**config.mk**
```make
export PLATFORM = sky130hd
export DESIGN_NAME = fir_out_shaper
export DESIGN_NICKNAME = d
export VERILOG_FILES = /design/src/rtl/fir_pkg.sv /design/src/rtl/axis_skid_buf.sv /design/src/rtl/fir_out_shaper.sv
export SDC_FILE = /design/constraint.sdc
export NUM_CORES = 1
export LEC_CHECK = 0
export ABC_AREA = 1
export BUFFER_PORTS_ARGS = -buffer_cell sky130_fd_sc_hd__buf_2
export CORE_UTILIZATION = 55
export CTS_CLUSTER_DIAMETER = 80
export DETAILED_ROUTE_END_ITERATION = 8
export PLACE_DENSITY = 0.73
export RECOVER_POWER = 50
export SYNTH_ARGS = -nofsm -noshare
export SYNTH_HDL_FRONTEND = slang
export SYNTH_SLANG_ARGS = --single-unit
```
**constraint.sdc**
```tcl
create_clock -name axis_clk -period 9.8 [get_ports axis_clk]
set_input_delay 1.47 -clock axis_clk [delete_from_list [all_inputs] [get_ports axis_clk]]
set_output_delay 1.47 -clock axis_clk [all_outputs]
set_load 0.01 [all_outputs]
```
**src/rtl/fir_pkg.sv**
```systemverilog
// Shared types and constants for the FIR output conditioning path.
package fir_pkg;

  localparam int DEF_DATA_WIDTH = 32;
  localparam int DEF_OUT_WIDTH  = 16;

  // Payload is sized for the widest legal output; narrower outputs are sign-extended.
  localparam int SHAPED_W = DEF_DATA_WIDTH;

  localparam logic signed [DEF_OUT_WIDTH-1:0] OUT_MAX = {1'b0, {(DEF_OUT_WIDTH-1){1'b1}}};
  localparam logic signed [DEF_OUT_WIDTH-1:0] OUT_MIN = {1'b1, {(DEF_OUT_WIDTH-1){1'b0}}};

  typedef struct packed {
    logic [SHAPED_W-1:0] data;
    logic                last;
  } shaped_t;

  // A decimation setting of 0 behaves like 1 (keep every sample).
  function automatic logic [3:0] decim_eff(input logic [3:0] d);
    return (d == 4'd0) ? 4'd1 : d;
  endfunction

endpackage

```
**src/rtl/axis_skid_buf.sv**
```systemverilog
// Two-entry valid/ready buffer (main + skid register) with a registered in_ready.
module axis_skid_buf
  import fir_pkg::*;
(
  input  logic    clk,
  input  logic    rst_n,
  input  logic    in_valid,
  input  shaped_t in_data,
  output logic    in_ready,
  output logic    out_valid,
  output shaped_t out_data,
  input  logic    out_ready
);

  logic    main_valid, main_valid_next;
  logic    skid_valid, skid_valid_next;
  logic    ready_reg;
  shaped_t main_data, main_data_next;
  shaped_t skid_data, skid_data_next;
  logic    push, pop;

  assign push = in_valid && ready_reg;
  assign pop  = main_valid && out_ready;

  always_comb begin
    main_valid_next = main_valid;
    main_data_next  = main_data;
    skid_valid_next = skid_valid;
    skid_data_next  = skid_data;
    // ready_reg mirrors an empty skid, so a push never coincides with a full skid.
    if (skid_valid) begin
      if (pop) begin
        main_data_next  = skid_data;
        skid_valid_next = 1'b0;
      end
    end else if (push) begin
      if (!main_valid || pop) begin
        main_valid_next = 1'b1;
        main_data_next  = in_data;
      end else begin
        skid_valid_next = 1'b1;
        skid_data_next  = in_data;
      end
    end else if (pop) begin
      main_valid_next = 1'b0;
    end
  end

  always_ff @(posedge clk or negedge rst_n) begin
    if (!rst_n) begin
      main_valid <= 1'b0;
      skid_valid <= 1'b0;
      ready_reg  <= 1'b0;
      main_data  <= '0;
      skid_data  <= '0;
    end else begin
      main_valid <= main_valid_next;
      skid_valid <= skid_valid_next;
      ready_reg  <= !skid_valid_next;
      main_data  <= main_data_next;
      skid_data  <= skid_data_next;
    end
  end

  assign in_ready  = ready_reg;
  assign out_valid = main_valid;
  assign out_data  = main_data;

endmodule

```
**src/rtl/fir_out_shaper.sv**
```systemverilog
// Round/shift, saturate-or-wrap and decimate FIR results onto a skid-buffered AXI-Stream.
// Define FIR_OUT_SAT_EN for clamping and saturation counting; otherwise the output wraps.
module fir_out_shaper
  import fir_pkg::*;
#(
  parameter int pDATA_WIDTH = DEF_DATA_WIDTH,
  parameter int pOUT_WIDTH  = DEF_OUT_WIDTH
) (
  input  logic                   axis_clk,
  input  logic                   axis_rst_n,
  input  logic                   ss_tvalid,
  input  logic [pDATA_WIDTH-1:0] ss_tdata,
  input  logic                   ss_tlast,
  output logic                   ss_tready,
  output logic                   sm_tvalid,
  output logic [pOUT_WIDTH-1:0]  sm_tdata,
  output logic                   sm_tlast,
  input  logic                   sm_tready,
  input  logic [4:0]             cfg_shift,
  input  logic [3:0]             cfg_decim,
  output logic                   frame_done,
  output logic [15:0]            sat_cnt
);

  localparam int RW = pDATA_WIDTH + 1;

  logic       accept, frame_start, forward;
  logic       in_frame_reg;
  logic [4:0] shift_reg, shift_cur;
  logic [3:0] decim_reg, decim_cur;
  logic [3:0] phase_reg, phase_cur, phase_next;

  assign accept      = ss_tvalid && ss_tready;
  assign frame_start = accept && !in_frame_reg;

  // The frame's first beat uses the live config; later beats use the latched copy.
  always_comb begin
    shift_cur  = frame_start ? cfg_shift : shift_reg;
    decim_cur  = frame_start ? decim_eff(cfg_decim) : decim_reg;
    phase_cur  = frame_start ? 4'd0 : phase_reg;
    forward    = (phase_cur == 4'd0) || ss_tlast;
    phase_next = (phase_cur == decim_cur - 4'd1) ? 4'd0 : phase_cur + 4'd1;
  end

  always_ff @(posedge axis_clk or negedge axis_rst_n) begin
    if (!axis_rst_n) begin
      in_frame_reg <= 1'b0;
      shift_reg    <= 5'd0;
      decim_reg    <= 4'd1;
      phase_reg    <= 4'd0;
    end else if (accept) begin
      in_frame_reg <= !ss_tlast;
      phase_reg    <= phase_next;
      if (frame_start) begin
        shift_reg <= cfg_shift;
        decim_reg <= decim_eff(cfg_decim);
      end
    end
  end

  logic signed [pDATA_WIDTH:0]  x_ext, rnd, r;
  logic signed [pOUT_WIDTH-1:0] shaped;
  logic                         sat;

  always_comb begin
    x_ext = {ss_tdata[pDATA_WIDTH-1], ss_tdata};
    rnd   = (shift_cur == 5'd0) ? '0 : (RW'(1) << (shift_cur - 5'd1));
    r     = (x_ext + rnd) >>> shift_cur;
  end

`ifdef FIR_OUT_SAT_EN
  localparam logic signed [pDATA_WIDTH:0] R_MAX =
    {{(pDATA_WIDTH-pOUT_WIDTH+2){1'b0}}, {(pOUT_WIDTH-1){1'b1}}};
  localparam logic signed [pDATA_WIDTH:0] R_MIN =
    {{(pDATA_WIDTH-pOUT_WIDTH+2){1'b1}}, {(pOUT_WIDTH-1){1'b0}}};

  logic        sat_hi, sat_lo;
  logic [15:0] sat_cnt_reg;

  always_comb begin
    sat_hi = r > R_MAX;
    sat_lo = r < R_MIN;
    sat    = sat_hi || sat_lo;
    if (sat_hi)      shaped = R_MAX[pOUT_WIDTH-1:0];
    else if (sat_lo) shaped = R_MIN[pOUT_WIDTH-1:0];
    else             shaped = r[pOUT_WIDTH-1:0];
  end

  always_ff @(posedge axis_clk or negedge axis_rst_n) begin
    if (!axis_rst_n) begin
      sat_cnt_reg <= 16'd0;
    end else if (accept && forward) begin
      if (frame_start)                          sat_cnt_reg <= {15'd0, sat};
      else if (sat && sat_cnt_reg != 16'hFFFF)  sat_cnt_reg <= sat_cnt_reg + 16'd1;
    end
  end

  assign sat_cnt = sat_cnt_reg;
`else
  always_comb begin
    sat    = 1'b0;
    shaped = r[pOUT_WIDTH-1:0];
  end

  assign sat_cnt = 16'd0;
`endif

  shaped_t in_beat, out_beat;

  always_comb begin
    in_beat.data = shaped;   // sign-extends into the wider payload field
    in_beat.last = ss_tlast;
  end

  axis_skid_buf u_skid (
    .clk       (axis_clk),
    .rst_n     (axis_rst_n),
    .in_valid  (ss_tvalid && forward),
    .in_data   (in_beat),
    .in_ready  (ss_tready),
    .out_valid (sm_tvalid),
    .out_data  (out_beat),
    .out_ready (sm_tready)
  );

  assign sm_tdata = out_beat.data[pOUT_WIDTH-1:0];
  assign sm_tlast = out_beat.last;

  logic frame_done_reg;

  always_ff @(posedge axis_clk or negedge axis_rst_n) begin
    if (!axis_rst_n) frame_done_reg <= 1'b0;
    else             frame_done_reg <= sm_tvalid && sm_tready && sm_tlast;
  end

  assign frame_done = frame_done_reg;

  // Bits intentionally left unobserved: upper rounding bits and payload extension.
  logic unused_bits;
  assign unused_bits = ^{r, sat, out_beat.data};

endmodule
```
## Word-level counts from Yosys, hierarchy flattened

Index checks and enable logic that the tools add are counted.

- Register bits after elaboration: 52
- Bits of input ports: 46
- Word-level logic and storage cells: 61

- Add/subtract/negate cells: 4
- Equal/unequal tests: 3
- Shifts and indexed selects: 2
- Muxes and demuxes: 17
- Bitwise logic cells: 2
- Reductions and logical operators: 21

Operator list:

| cell | number |
|---|---|
| $mux 17 | 4 |
| $add 32x33->33 | 1 |
| $mux 33 | 1 |
| $shl 1x5->33 const A | 1 |
| $sshr 33x5->16 | 1 |
| $mux 4 | 4 |
| $reduce_and 3->1 | 3 |
| $logic_not 4->1 | 2 |
| $mux 1 | 7 |
| $logic_and 1x1->1 | 6 |
| $reduce_bool 2->1 | 3 |
| $logic_not 5->1 | 1 |
| $mux 5 | 1 |
| $sub 5x1->5 const B | 1 |
| $add 4x1->4 const B | 1 |
| $eq 4x4->1 | 1 |
| $logic_not 1->1 | 4 |
| $ne 2x2->1 const B | 2 |
| $sub 4x1->4 const B | 1 |
| $logic_or 1x1->1 | 2 |
| $not 1->1 | 2 |

## Logic depth before layout (Yosys ltp)

Gate-level depths: netlist (run 1).

- Depth in word-level cells: 11
- Gate-level depth with buffers: 37
- Depth with buffers taken out: 35

## Cells and area by module

A second synthesis (run 1) with hierarchy kept.

- Cells, all modules: 1516
- Area total of the unflattened synthesis: 8743.4 sq um

By module, submodules not included:

| module | times used | cells an instance | area each (sq um) | seq. area each (sq um) |
|---|---|---|---|---|
| fir_out_shaper | 1 | 1107 | 5564.1 | 376.6 |
| axis_skid_buf | 1 | 409 | 3179.3 | 1726.7 |

## Least setup slack after synthesis (run 1)

Ideal clock, no wire load.

- Kind: input to register
- From: input port ss_tvalid
- To: register u_skid.main_data (netlist bit u_skid.out_data[14])
- Data arrival time: 4.910 ns
- Data required time: 9.684 ns
- Slack: 4.773 ns
- Cell stages on the path: 35
- Buffers on the path: 2
- Path through: nand2_2 > or2_1 > buf_6 > o21ai_4 > inv_4 > nor2_4 > inv_2 > nor2_2 > a21oi_1 > or2_1 > buf_4 > nand2_1 > inv_1 > ha_1 > fa_1 > nand3_1 > nand3_1 > nand2_1 > nand2_1 > nand2_1 > nand2_1 > nand2_1 > nand2_1 > nand2_1 > nand3_1 > nand2_1 > nand2_1 > nand3_1 > nand2_1 > nand2_1 > nand2_1 > nand2_1 > nand2_1 > nand2_1 > nand2_1

- Word-level cells in the longest chain between the ends: 11
- Elaborated cells on any way between the ends: 19
- Classes of those cells: 2 x add/sub; 2 x shift; 6 x mux; 9 x reduce/logical

RTL lines:

| element | RTL line | RTL |
|---|---|---|
| start, declared | fir_out_shaper.sv:11 | `input logic ss_tvalid,` |
| $logic_and 1x1->1 | fir_out_shaper.sv:33 | `assign accept = ss_tvalid && ss_tready;` |
| $logic_and 1x1->1 | fir_out_shaper.sv:34 | `assign frame_start = accept && !in_frame_reg;` |
| $mux 5 | n/a |  |
| $sub 5x1->5 | fir_out_shaper.sv:67 | `rnd = (shift_cur == 5'd0) ? '0 : (RW'(1) << (shift_cur - 5'd1));` |
| $shl 1x5->33 | fir_out_shaper.sv:67 |  |
| $mux 33 | fir_out_shaper.sv:67 |  |
| $add 32x33->33 | fir_out_shaper.sv:68 | `r = (x_ext + rnd) >>> shift_cur;` |
| $sshr 33x5->16 | fir_out_shaper.sv:68 |  |
| $mux 17 | axis_skid_buf.sv:37 | `if (!main_valid \|\| pop) begin` |
| $mux 17 | axis_skid_buf.sv:36 | `end else if (push) begin` |
| $mux 17 | axis_skid_buf.sv:31 | `if (skid_valid) begin` |
| end signal, assigned | axis_skid_buf.sv:60 | `main_data <= main_data_next;` |
| end, declared | axis_skid_buf.sv:18 | `shaped_t main_data, main_data_next;` |

Several ways; a longest one is shown, not always the timed one. The select of a mux whose other input is x is not followed.
A chain may end at the register's enable or synchronous reset.

## Worst setup path after layout (run 1)

- From: input port ss_tvalid
- To: register u_skid.main_data (netlist bit u_skid.out_data[1])

The elaborated chain is that of the path after synthesis.

==> load_flow_metrics.sql, run 1 <==
INSERT INTO impl_metrics (metric_group, metric, value, unit) VALUES
('die', 'top_level_ports', '82', ''),
('clock_network', 'clk_pin_slew', '70', 'ps'),
('placed_design', 'place.gp.congestion', '1.02', ''),
('power_and_ir_drop', 'power.density', '308', 'mW/mm2'),
('detailed_routing', 'wl_per_cell', '13.8', 'um'),
('power_and_ir_drop', 'power_leakage', '4.54', 'nW'),
('job', 'maxCapViolCount', '1', ''),
('die', 'die_width', '116', 'um'),
('timing', 'fmax', '148', 'MHz'),
('detailed_routing', 'num_vias', '8191', ''),
('clock_network', 'clock_insertion_delay_at_the_later_pin_of_the_skew_report', '290', 'ps'),
('global_routing', 'grt_pass1_vias', '7264', ''),
('detailed_routing', 'detail_route.vias_per_cell', '5.31', ''),
('layout', 'proportion_of_layout_cells_with_a_drive_suffix_above_1', '6.56', '%'),
('detailed_routing', 'detail_route.drc_violations', '0', ''),
('synth', 'total_of_flip_flops_plus_latches_after_synthesis', '52', ''),
('clock_network', 'cts.repair.resized', '0', ''),
('synth', 'synth.yosys.warnings', '0', ''),
('timing', 'layout_min_cycle_time', '6760', 'ps'),
('layout', 'regArea', '0.00130', 'mm2'),
('synth', 'seq_area_frac_synth', '18.1', '%'),
('timing', 'hold_violations', '0', ''),
('timing', 'setup_violations', '0', ''),
('clock_network', 'cts-htree-levels', '2', ''),
('die', 'fp-row-count', '41', ''),
('critical_path', 'required', '10030', 'ps'),
('synth', 'synthArstFlopShare', '100', '%'),
('status', 'failed_checks', 'max-capacitance violations, max-slew violations', ''),
('synth', 'postSynth.topFlopCell', 'sky130_fd_sc_hd__dfrtp_1', ''),
('critical_path', 'critPathMostFrequentCell', 'sky130_fd_sc_hd__nand3_1', ''),
('layout', 'synthToLayoutAreaGrowth', '6.22', '%'),
('timing', 'whs', '483', 'ps'),
('synth', 'yosys_top_cell_by_area', 'sky130_fd_sc_hd__nand2_1', ''),
('status', 'outcome', 'complete, but fails checks', ''),
('global_routing', 'number_of_antenna_violations_at_the_first_check_in_global_routing', '0', ''),
('clock_network', 'postCtsSetupBuffers', '0', ''),
('global_routing', 'grt_overflow_total', '0', ''),
('die', 'floorplan.die.height', '116', 'um'),
('critical_path', 'cp_slowest_stage_delay', '430', 'ps'),
('die', 'initial_core_util', '56.8', '%'),
('timing', 'timing.final.crit_share', '69.0', '%'),
('critical_path', 'worst-path-max-fanout', '44', ''),
('clock_network', 'postCtsHoldBufs', '0', ''),
('clock_network', 'cts_buffer_depth', '2', ''),
('detailed_routing', 'antenna_left', '0', ''),
('timing', 'slew_violations', '53', ''),
('placed_design', 'port-buffer-count', '65', ''),
('layout', 'layout.nets', '1452', ''),
('timing', 'maxSlewHeadroom', '-81.1', '%'),
('synth', 'netlist.area_leader.share', '26.6', '%'),
('global_routing', 'grt_util_all_layers', '32.7', '%'),
('synth', 'synthesis.area', '0.00720', 'mm2'),
('layout', 'fillCellCount', '1371', ''),
('synth', 'ys_top_cells_by_area', 'sky130_fd_sc_hd__nand2_1 (27%), sky130_fd_sc_hd__nand3_1 (18%), sky130_fd_sc_hd__dfrtp_1 (18%), sky130_fd_sc_hd__inv_1 (9.3%), sky130_fd_sc_hd__ha_1 (6.1%)', ''),
('critical_path', 'critPathSlowestCell', 'sky130_fd_sc_hd__fa_1', ''),
('timing', 'fin_tns_setup', '0', 'ps'),
('critical_path', 'critical_path_class', 'input pin to register', ''),
('clock_network', 'ctsRootBufferMaster', 'sky130_fd_sc_hd__clkbuf_16', ''),
('detailed_routing', 'drt_wl_total', '21300', 'um'),
('clock_network', 'tritoncts', 'yes', ''),
('synth', 'synth.distinct_cells', '45', ''),
('global_routing', 'grt_max_degree', '53', ''),
('timing', 'final.setup_skew', '4.32', 'ps'),
('synth', 'synth_enable_flop_cells', '0', ''),
('critical_path', 'critPathLaunchType', 'input pin', ''),
('die', 'core_area', '0.0127', 'mm2'),
('synth', 'synth.avg_cell_area', '5.38', 'um2'),
('detailed_routing', 'initial_drt_markers', '677', ''),
('synth', 'synthesis.instances', '1338', ''),
('critical_path', 'timing.critical_path.to_type', 'register', ''),
('power_and_ir_drop', 'ir_drop', '136', 'uV');
## through the flow
step	worst slack, ps	util [%]	instances	total power (W)	area (um2)
after CTS	3190	60.5	1543	0.00234	7660
after floorplan	4770	-	1354	0.00175	7260
after global routing	2530	60.4	1543	0.00262	7650
after detailed placement	2890	59.2	1535	0.00213	7500
final	3040	60.4	1543	0.00235	7650
after global placement	2930	59.2	1535	0.00211	7500
## final cells by class
class / instances / area share, %
Clock buffer: 6 / 1.68
Clock inverter: 2 / 0.507
Inverter: 186 / 9.16
Multi-Input combinational cell: 1056 / 64.3
Sequential cell: 52 / 17.0
Tap cell: 172 / 2.81
Timing Repair Buffer: 69 / 4.47
## report_power, final
group          internal (W)  total (W)  switching, W
clock              0.000122   0.000203     0.0000810
sequential         0.000319   0.000369     0.0000500
combinational      0.000557    0.00178       0.00122
total              0.000998    0.00235       0.00136
## critical path, delay by kind of cell
kind,cells,cell delay [ps]
compound gates,2,130
fa+ha+maj,2,640
simple gates,21,3530
buf+inv,5,1190
## kinds of logic (layout without fill, tap and decap cells)
family	count (synthesis)	count (layout)	synth area share (%)
buffers and inverters	246	263	14.4
and+or+nand+nor	911	911	53.2
DFF	52	52	18.1
other	1	17	0.0521
adders and majority gates	36	36	6.36
xor gates and xnor gates	14	14	1.70
AOI/OAI and AO/OA	78	78	6.15
## final timing paths
check,from,endpoint,cells past startpoint
max in group asynchronous,axis_rst_n,u_skid.out_data[9],2
setup reg to reg,u_skid.in_ready,u_skid.out_data[1],29
hold / removal,u_skid.out_data[12],u_skid.out_data[12],2
setup / recovery,ss_tvalid,u_skid.out_data[1],30
hold reg to reg,u_skid.out_data[12],u_skid.out_data[12],2
min in group asynchronous,axis_rst_n,shift_reg[0],2
## cell usage after synthesis, types with 3 or more instances
library cell               instances
sky130_fd_sc_hd__xor2_1            8
sky130_fd_sc_hd__buf_1             6
sky130_fd_sc_hd__buf_2            18
sky130_fd_sc_hd__or2_1             3
sky130_fd_sc_hd__nor2_1          112
sky130_fd_sc_hd__nand2_1         511
sky130_fd_sc_hd__buf_4            20
sky130_fd_sc_hd__clkbuf_1         14
sky130_fd_sc_hd__o21ai_2           3
sky130_fd_sc_hd__a21oi_1          30
sky130_fd_sc_hd__ha_1             35
sky130_fd_sc_hd__xnor2_1           6
sky130_fd_sc_hd__nor3_1            5
sky130_fd_sc_hd__o21ai_1          12
sky130_fd_sc_hd__o21ai_0          19
sky130_fd_sc_hd__inv_1           179
sky130_fd_sc_hd__dfrtp_1          51
sky130_fd_sc_hd__nand3_1         258
sky130_fd_sc_hd__or2_2             6
sky130_fd_sc_hd__nand4_1           5
sky130_fd_sc_hd__inv_2             5
## metal layers
metal,routed length (um),track usage (%),up-vias
li1,-,-,4245
met1,10400,47.4,3626
met2,9250,52.0,285
met3,1280,3.37,35
met4,407,7.78,0
met5,0,0,-
## cell usage in the layout (no fill, tap or decap), types with 2 or more instances in the layout
cell type / count
sky130_fd_sc_hd__nand2_1: 512
sky130_fd_sc_hd__nand3_1: 258
sky130_fd_sc_hd__inv_1: 179
sky130_fd_sc_hd__nor2_1: 112
sky130_fd_sc_hd__buf_2: 57
sky130_fd_sc_hd__dfrtp_1: 51
sky130_fd_sc_hd__ha_1: 35
sky130_fd_sc_hd__a21oi_1: 30
sky130_fd_sc_hd__o21ai_0: 18
sky130_fd_sc_hd__conb_1: 17
sky130_fd_sc_hd__o21ai_1: 12
sky130_fd_sc_hd__clkbuf_1: 10
sky130_fd_sc_hd__xor2_1: 8
sky130_fd_sc_hd__or2_2: 6
sky130_fd_sc_hd__xnor2_1: 6
sky130_fd_sc_hd__nor3_1: 5
sky130_fd_sc_hd__nand4_1: 5
sky130_fd_sc_hd__inv_2: 5
sky130_fd_sc_hd__clkbuf_16: 5
sky130_fd_sc_hd__o21ai_2: 4
sky130_fd_sc_hd__or2_1: 3
sky130_fd_sc_hd__buf_4: 3
sky130_fd_sc_hd__o211ai_1: 2
sky130_fd_sc_hd__o21a_1: 2
sky130_fd_sc_hd__a22oi_1: 2
sky130_fd_sc_hd__o22ai_1: 2
sky130_fd_sc_hd__nor2_2: 2
sky130_fd_sc_hd__and2_1: 2
(Power assumes the default switching activity.)
==> inputs of run 2 (changes only) <==
--- a/config.mk
+++ b/config.mk
@@ -10,7 +10,7 @@
 export CORE_UTILIZATION = 55
 export CTS_CLUSTER_DIAMETER = 80
 export DETAILED_ROUTE_END_ITERATION = 8
-export PLACE_DENSITY = 0.73
+export PLACE_DENSITY = 0.76
 export RECOVER_POWER = 50
 export SYNTH_ARGS = -nofsm -noshare
 export SYNTH_HDL_FRONTEND = slang
==> constraint.sdc (replaced) <==
create_clock -name axis_clk -period 5.9 [get_ports axis_clk]
set_input_delay 0.885 -clock axis_clk [delete_from_list [all_inputs] [get_ports axis_clk]]
set_output_delay 0.885 -clock axis_clk [all_outputs]
set_load 0.01 [all_outputs]
==> run 2 against run 1 <==
Against the previous run: the run still ends with max-capacitance violations, max-slew violations left; core utilization increased by 0.29 points; worst hold slack lost 10 ps; combinational power up 69%; sequential power increased by 65%; largest power group unchanged; clock skew rose by 0.63 ps; clock-buffer cell count increased by 1; first-iteration DRC count is 17% higher; clock power up 45%; die area did not move; wire length rose by 0.60%; critical path type unchanged; global-route usage rose by 0.27 points; sequential cell count unchanged.
==> load_flow_metrics.sql, run 2 (synthesis results as in run 1) <==
INSERT INTO impl_metrics (metric_group, metric, value, unit) VALUES
('status', 'outcome', 'complete, but fails checks', ''),
('status', 'failed_checks', 'max-capacitance violations, max-slew violations', ''),
('power_and_ir_drop', 'share_seq_of_total_power', '15.6', '%'),
('detailed_routing', 'initial_drt_markers', '791', ''),
('global_routing', 'number_of_antenna_violations_at_the_first_check_in_global_routing', '0', ''),
('layout', 'layout.nets', '1459', ''),
('global_routing', 'grt_overflow_total', '0', ''),
('clock_network', 'cts-htree-levels', '2', ''),
('die', 'core_area', '0.0127', 'mm2'),
('detailed_routing', 'firstDrtPassIters', '5', ''),
('power_and_ir_drop', 'pwr-share-comb', '76.9', '%'),
('power_and_ir_drop', 'power_leakage', '4.56', 'nW'),
('placed_design', 'place.gp.congestion', '0.991', ''),
('clock_network', 'cts.repair.resized', '0', ''),
('critical_path', 'critPathMostFrequentCell', 'sky130_fd_sc_hd__nand2_1', ''),
('detailed_routing', 'num_vias', '8212', ''),
('clock_network', 'cts_buffer_depth', '2', ''),
('layout', 'most-common-layout-cells', 'sky130_fd_sc_hd__nand2_1 (512), sky130_fd_sc_hd__nand3_1 (258), sky130_fd_sc_hd__inv_1 (179)', ''),
('clock_network', 'cts.sinks', '52', ''),
('layout', 'proportion_of_layout_cells_with_a_drive_suffix_above_1', '7.11', '%'),
('timing', 'slew_violations', '53', ''),
('die', 'fp-row-count', '41', ''),
('timing', 'hold_violations', '0', ''),
('critical_path', 'timing.critical_path.arrival', '5330', 'ps'),
('critical_path', 'critPathLaunchType', 'input pin', ''),
('timing', 'setup_violations', '0', ''),
('critical_path', 'worst-path-max-fanout', '34', ''),
('job', 'maxCapViolCount', '1', ''),
('timing', 'whs', '473', 'ps'),
('global_routing', 'grt_pass1_vias', '7455', ''),
('critical_path', 'timing.critical_path.to_type', 'register', ''),
('clock_network', 'clock_insertion_delay_at_the_later_pin_of_the_skew_report', '290', 'ps'),
('critical_path', 'critical_path_class', 'input pin to register', ''),
('power_and_ir_drop', 'internal-power', '0.00166', 'W'),
('detailed_routing', 'wl_per_cell', '13.8', 'um'),
('detailed_routing', 'detail_route.vias_per_cell', '5.30', ''),
('hold_path', 'hold_path.class', 'register to register', ''),
('clock_network', 'postCtsHoldBufs', '0', ''),
('timing', 'maxSlewHeadroom', '-86.0', '%'),
('detailed_routing', 'detail_route.drc_violations', '0', ''),
('clock_network', 'tritoncts', 'yes', ''),
('timing', 'rsz0062_at_grt', 'false', ''),
('layout', 'fin_area', '0.00768', 'mm2'),
('critical_path', 'required', '6080', 'ps'),
('placed_design', 'detailed_place.area', '0.00755', 'mm2'),
('die', 'initial_core_util', '56.8', '%'),
('detailed_routing', 'antenna_left', '0', ''),
('die', 'floorplan.die.height', '116', 'um'),
('layout', 'final_common_cell', 'sky130_fd_sc_hd__nand2_1', ''),
('die', 'top_level_ports', '82', ''),
('timing', 'timing_worst_slew_pin_value', '2790', 'ps'),
('power_and_ir_drop', 'power.density', '509', 'mW/mm2'),
('global_routing', 'grt_max_degree', '53', ''),
('timing', 'final.setup_skew', '4.95', 'ps'),
('power_and_ir_drop', 'power.total', '0.00391', 'W'),
('clock_network', 'ctsRootBufferMaster', 'sky130_fd_sc_hd__clkbuf_16', ''),
('power_and_ir_drop', 'switching_power', '0.00226', 'W'),
('die', 'die-area', '0.0136', 'mm2'),
('layout', 'antenna-diode-count', '0', ''),
('critical_path', 'cp_slowest_stage_delay', '370', 'ps'),
('timing', 'timing.final.crit_share', '87.3', '%'),
('power_and_ir_drop', 'switching_power_share_of_the_total', '57.6', '%'),
('clock_network', 'postCtsSetupBuffers', '0', ''),
('placed_design', 'detailedPlacementHpwl', '17300', 'um'),
('placed_design', 'port-buffer-count', '65', ''),
('power_and_ir_drop', 'p_clk_share', '7.5', '%'),
('die', 'die_width', '116', 'um'),
('global_routing', 'global_route_wire_length_before_repair', '35000', 'um'),
('timing', 'fin_tns_setup', '0', 'ps'),
('global_routing', 'grt_util_all_layers', '33.0', '%'),
('clock_network', 'clk_pin_slew', '70', 'ps'),
('timing', 'layout_min_cycle_time', '5150', 'ps'),
('layout', 'synthToLayoutAreaGrowth', '6.72', '%'),
('critical_path', 'critPathSlowestCell', 'sky130_fd_sc_hd__ha_1', ''),
('power_and_ir_drop', 'ir_drop', '261', 'uV'),
('clock_network', 'cts-buffers-inserted', '5', ''),
('timing', 'fmax', '194', 'MHz'),
('detailed_routing', 'drt_wl_total', '21400', 'um');
[run 2: cell types whose count changed in the layout (fill, tap and decap cells not counted)]
cell,delta
sky130_fd_sc_hd__buf_4,+7
sky130_fd_sc_hd__clkbuf_1,-1
sky130_fd_sc_hd__clkinvlp_4,+1
sky130_fd_sc_hd__or2_1,-1
sky130_fd_sc_hd__or2_0,+1
sky130_fd_sc_hd__inv_6,-1
sky130_fd_sc_hd__buf_2,+1
sky130_fd_sc_hd__bufinv_16,-1
sky130_fd_sc_hd__clkbuf_8,+1
[run 2: worst max-delay path, delay by kind of cell]
kind            cells  cell delay (ps)
fa+ha+maj           1              370
compound gates      1               80
buf+inv             7              780
simple gates       21             3210
[run 2: area by class of cell]
type	instances	area, um2
Tap cell	172	215
Inverter	186	701
Clock buffer	7	143
Clock inverter	1	7.51
Multi-Input combinational cell	1056	4920
Sequential cell	52	1300
Fill cell	1340	4990
Timing Repair Buffer	76	395
[run 2: path summary, 6_finish.rpt]
check                                    from                   end  slack (ps)  cells past startpoint
hold reg to reg            u_skid.out_data[8]    u_skid.out_data[8]         470                      2
min in group asynchronous          axis_rst_n          phase_reg[2]        1580                      2
setup reg to reg              u_skid.in_ready    u_skid.out_data[5]        1070                     29
max in group asynchronous          axis_rst_n  u_skid.skid_data[14]        2730                      2
setup / recovery                    ss_tvalid    u_skid.out_data[5]         750                     30
hold / removal             u_skid.out_data[8]    u_skid.out_data[8]         470                      2
[run 2: power by group through the flow]
stage / Clock [W] / Sequential (W) / Combinational [W]
6_report: 0.000295 / 0.000610 / 0.00301
3_3_place_gp: 0 / 0.000611 / 0.00293
3_5_place_dp: 0 / 0.000616 / 0.00295
2_1_floorplan: 0 / 0.000628 / 0.00229
5_1_grt: 0.000314 / 0.000628 / 0.00343
4_1_cts: 0.000302 / 0.000610 / 0.00297
[run 2: per-layer routing]
| metal | track usage (%) | vias up | wire length, um | share of wire, % |
|---|---|---|---|---|
| li1 | - | 4259 | - | - |
| met1 | 45.1 | 3652 | 10200 | 47 |
| met2 | 54.5 | 267 | 9440 | 44 |
| met3 | 5.09 | 34 | 1390 | 6.5 |
| met4 | 7.61 | 0 | 431 | 2.0 |
| met5 | 0 | - | 0 | 0 |
[run 2: per-stage QoR]
| step | utilization, % | instances | worst slack (ps) |
|---|---|---|---|
| after CTS | 60.8 | 1550 | 911 |
| final | 60.6 | 1550 | 748 |
| after detailed placement | 59.6 | 1542 | 616 |
| after global placement | 59.6 | 1542 | 722 |
| after global routing | 60.6 | 1550 | 295 |
| after floorplan | - | 1354 | 1460 |
==> inputs of run 3 (changes only) <==
--- a/config.mk
+++ b/config.mk
@@ -11,7 +11,6 @@
 export CTS_CLUSTER_DIAMETER = 80
 export DETAILED_ROUTE_END_ITERATION = 8
 export PLACE_DENSITY = 0.76
-export RECOVER_POWER = 50
 export SYNTH_ARGS = -nofsm -noshare
 export SYNTH_HDL_FRONTEND = slang
 export SYNTH_SLANG_ARGS = --single-unit
==> run 3 against run 2 <==
Against the previous run: the flow now finishes without violations; worst setup slack improved by 96 ps; worst hold slack about the same; sequential power about the same; largest power group unchanged; combinational power is essentially flat; clock-buffer cell count did not move; register-to-register slack improved by 90 ps.
==> load_flow_metrics.sql, run 3 (synthesis results as in run 1) <==
INSERT INTO impl_metrics (metric_group, metric, value, unit) VALUES
('timing', 'fin_tns_setup', '0', 'ps'),
('critical_path', 'timing.critical_path.arrival', '5240', 'ps'),
('clock_network', 'cts_buffer_depth', '2', ''),
('layout', 'proportion_of_layout_cells_with_a_drive_suffix_above_1', '7.76', '%'),
('power_and_ir_drop', 'power_leakage', '4.59', 'nW'),
('detailed_routing', 'firstDrtPassIters', '8', ''),
('layout', 'antenna-diode-count', '0', ''),
('timing', 'timing_worst_slew_pin_value', '982', 'ps'),
('global_routing', 'grt_overflow_total', '0', ''),
('power_and_ir_drop', 'power.density', '509', 'mW/mm2'),
('clock_network', 'clk_pin_slew', '70', 'ps'),
('critical_path', 'critPathMostFrequentCell', 'sky130_fd_sc_hd__nand2_1', ''),
('die', 'fp-row-count', '41', ''),
('critical_path', 'worst-path-max-fanout', '34', ''),
('layout', 'fillCellCount', '1334', ''),
('timing', 'fmax', '198', 'MHz'),
('layout', 'most-common-layout-cells', 'sky130_fd_sc_hd__nand2_1 (511), sky130_fd_sc_hd__nand3_1 (258), sky130_fd_sc_hd__inv_1 (179)', ''),
('layout', 'synthToLayoutAreaGrowth', '6.93', '%'),
('timing', 'rsz0062_at_grt', 'false', ''),
('status', 'outcome', 'completed', ''),
('layout', 'regArea', '0.00130', 'mm2'),
('critical_path', 'required', '6080', 'ps'),
('timing', 'layout_min_cycle_time', '5060', 'ps'),
('layout', 'multiInputGateArea', '0.00492', 'mm2'),
('timing', 'final.setup_skew', '4.95', 'ps'),
('placed_design', 'place.gp.congestion', '0.991', ''),
('layout', 'final_common_cell', 'sky130_fd_sc_hd__nand2_1', ''),
('clock_network', 'tritoncts', 'yes', ''),
('critical_path', 'critPathSlowestCell', 'sky130_fd_sc_hd__ha_1', ''),
('detailed_routing', 'detail_route.vias_per_cell', '5.30', ''),
('clock_network', 'postCtsSetupBuffers', '0', ''),
('detailed_routing', 'detail_route.drc_violations', '0', ''),
('timing', 'timing.final.crit_share', '85.7', '%'),
('global_routing', 'number_of_antenna_violations_at_the_first_check_in_global_routing', '0', ''),
('job', 'maxCapViolCount', '0', ''),
('die', 'initial_core_util', '56.8', '%'),
('power_and_ir_drop', 'ir_drop', '261', 'uV'),
('detailed_routing', 'num_vias', '8218', ''),
('die', 'die-area', '0.0136', 'mm2'),
('clock_network', 'cts.sinks', '52', ''),
('detailed_routing', 'drt_wl_total', '21400', 'um'),
('die', 'top_level_ports', '82', ''),
('clock_network', 'postCtsHoldBufs', '0', ''),
('detailed_routing', 'antenna_left', '0', ''),
('placed_design', 'detailed_place.area', '0.00755', 'mm2'),
('hold_path', 'hold_path.class', 'register to register', ''),
('clock_network', 'clock_insertion_delay_at_the_later_pin_of_the_skew_report', '290', 'ps'),
('clock_network', 'cts.repair.resized', '0', ''),
('clock_network', 'ctsRootBufferMaster', 'sky130_fd_sc_hd__clkbuf_16', ''),
('detailed_routing', 'initial_drt_markers', '790', ''),
('global_routing', 'grt_pass1_vias', '7455', ''),
('global_routing', 'grt_util_all_layers', '33.0', '%'),
('layout', 'finalCoreUtilization', '60.8', '%'),
('die', 'floorplan.die.height', '116', 'um'),
('global_routing', 'global_route_wire_length_before_repair', '35000', 'um'),
('critical_path', 'critPathLaunchType', 'input pin', ''),
('critical_path', 'timing.critical_path.to_type', 'register', ''),
('timing', 'slew_violations', '0', ''),
('global_routing', 'grt_max_degree', '53', ''),
('critical_path', 'cp_slowest_stage_delay', '370', 'ps'),
('die', 'die_width', '116', 'um'),
('layout', 'fin_area', '0.00770', 'mm2'),
('placed_design', 'port-buffer-count', '65', ''),
('timing', 'hold_violations', '0', ''),
('timing', 'maxSlewHeadroom', '34.5', '%'),
('die', 'core_area', '0.0127', 'mm2'),
('timing', 'setup_violations', '0', ''),
('placed_design', 'detailedPlacementHpwl', '17300', 'um'),
('power_and_ir_drop', 'power.total', '0.00392', 'W'),
('critical_path', 'critical_path_class', 'input pin to register', ''),
('clock_network', 'cts-htree-levels', '2', ''),
('placed_design', 'dp.cells', '1542', ''),
('detailed_routing', 'wl_per_cell', '13.8', 'um'),
('layout', 'layout.nets', '1459', ''),
('clock_network', 'cts-buffers-inserted', '5', ''),
('layout', 'stdcell_count', '1550', '');
[run 3: changes by cell type in the layout (fill, tap and decap cells not counted)]
cell and change:
sky130_fd_sc_hd__buf_2 +7, sky130_fd_sc_hd__buf_4 +1, sky130_fd_sc_hd__clkbuf_1 -8, sky130_fd_sc_hd__nand2_1 -1, sky130_fd_sc_hd__nand2_2 +1, sky130_fd_sc_hd__or2_0 -1, sky130_fd_sc_hd__or2_1 +1
[run 3: path summary, 6_finish.rpt]
check	start	end	slack [ps]	cells past startpoint
max in group asynchronous	axis_rst_n	u_skid.skid_data[14]	4740	2
min in group asynchronous	axis_rst_n	phase_reg[2]	710	2
hold / removal	u_skid.out_data[8]	u_skid.out_data[8]	470	2
hold reg to reg	u_skid.out_data[8]	u_skid.out_data[8]	470	2
setup / recovery	ss_tvalid	u_skid.out_data[5]	840	30
setup reg to reg	u_skid.in_ready	u_skid.out_data[5]	1160	29
[run 3: per-stage QoR]
step	worst slack (ps)	hold slack [ps]
after floorplan	1460	445
after global placement	722	459
after detailed placement	616	460
after CTS	911	479
after global routing	401	514
final	844	473
[run 3: routing by layer]
metal  GRT usage [%]  vias to the layer above  wire (um)
met5               0                        -          0
met4            7.61                        0        431
met3            5.09                       34       1400
met2            54.5                      268       9430
met1            45.1                     3654      10200
li1                -                     4262          -
[run 3: critical path, delay by kind of cell]
family,cells,cell delay (ps)
simple gates,21,3120
buf+inv,7,780
fa+ha+maj,1,370
compound gates,1,80
[run 3: cell type report]
| type | instances | area share (%) |
|---|---|---|
| Multi-Input combinational cell | 1056 | 63.9 |
| Sequential cell | 52 | 16.9 |
| Inverter | 186 | 9.10 |
| Timing Repair Buffer | 76 | 5.30 |
| Tap cell | 172 | 2.79 |
| Clock buffer | 7 | 1.85 |
| Clock inverter | 1 | 0.0975 |
[run 3: report_power, final]
| group | total, W | switching, W | internal (W) |
|---|---|---|---|
| logic | 0.00301 | 0.00205 | 0.000964 |
| clock network | 0.000295 | 0.000126 | 0.000169 |
| registers | 0.000610 | 0.0000794 | 0.000530 |
| total | 0.00392 | 0.00225 | 0.00166 |
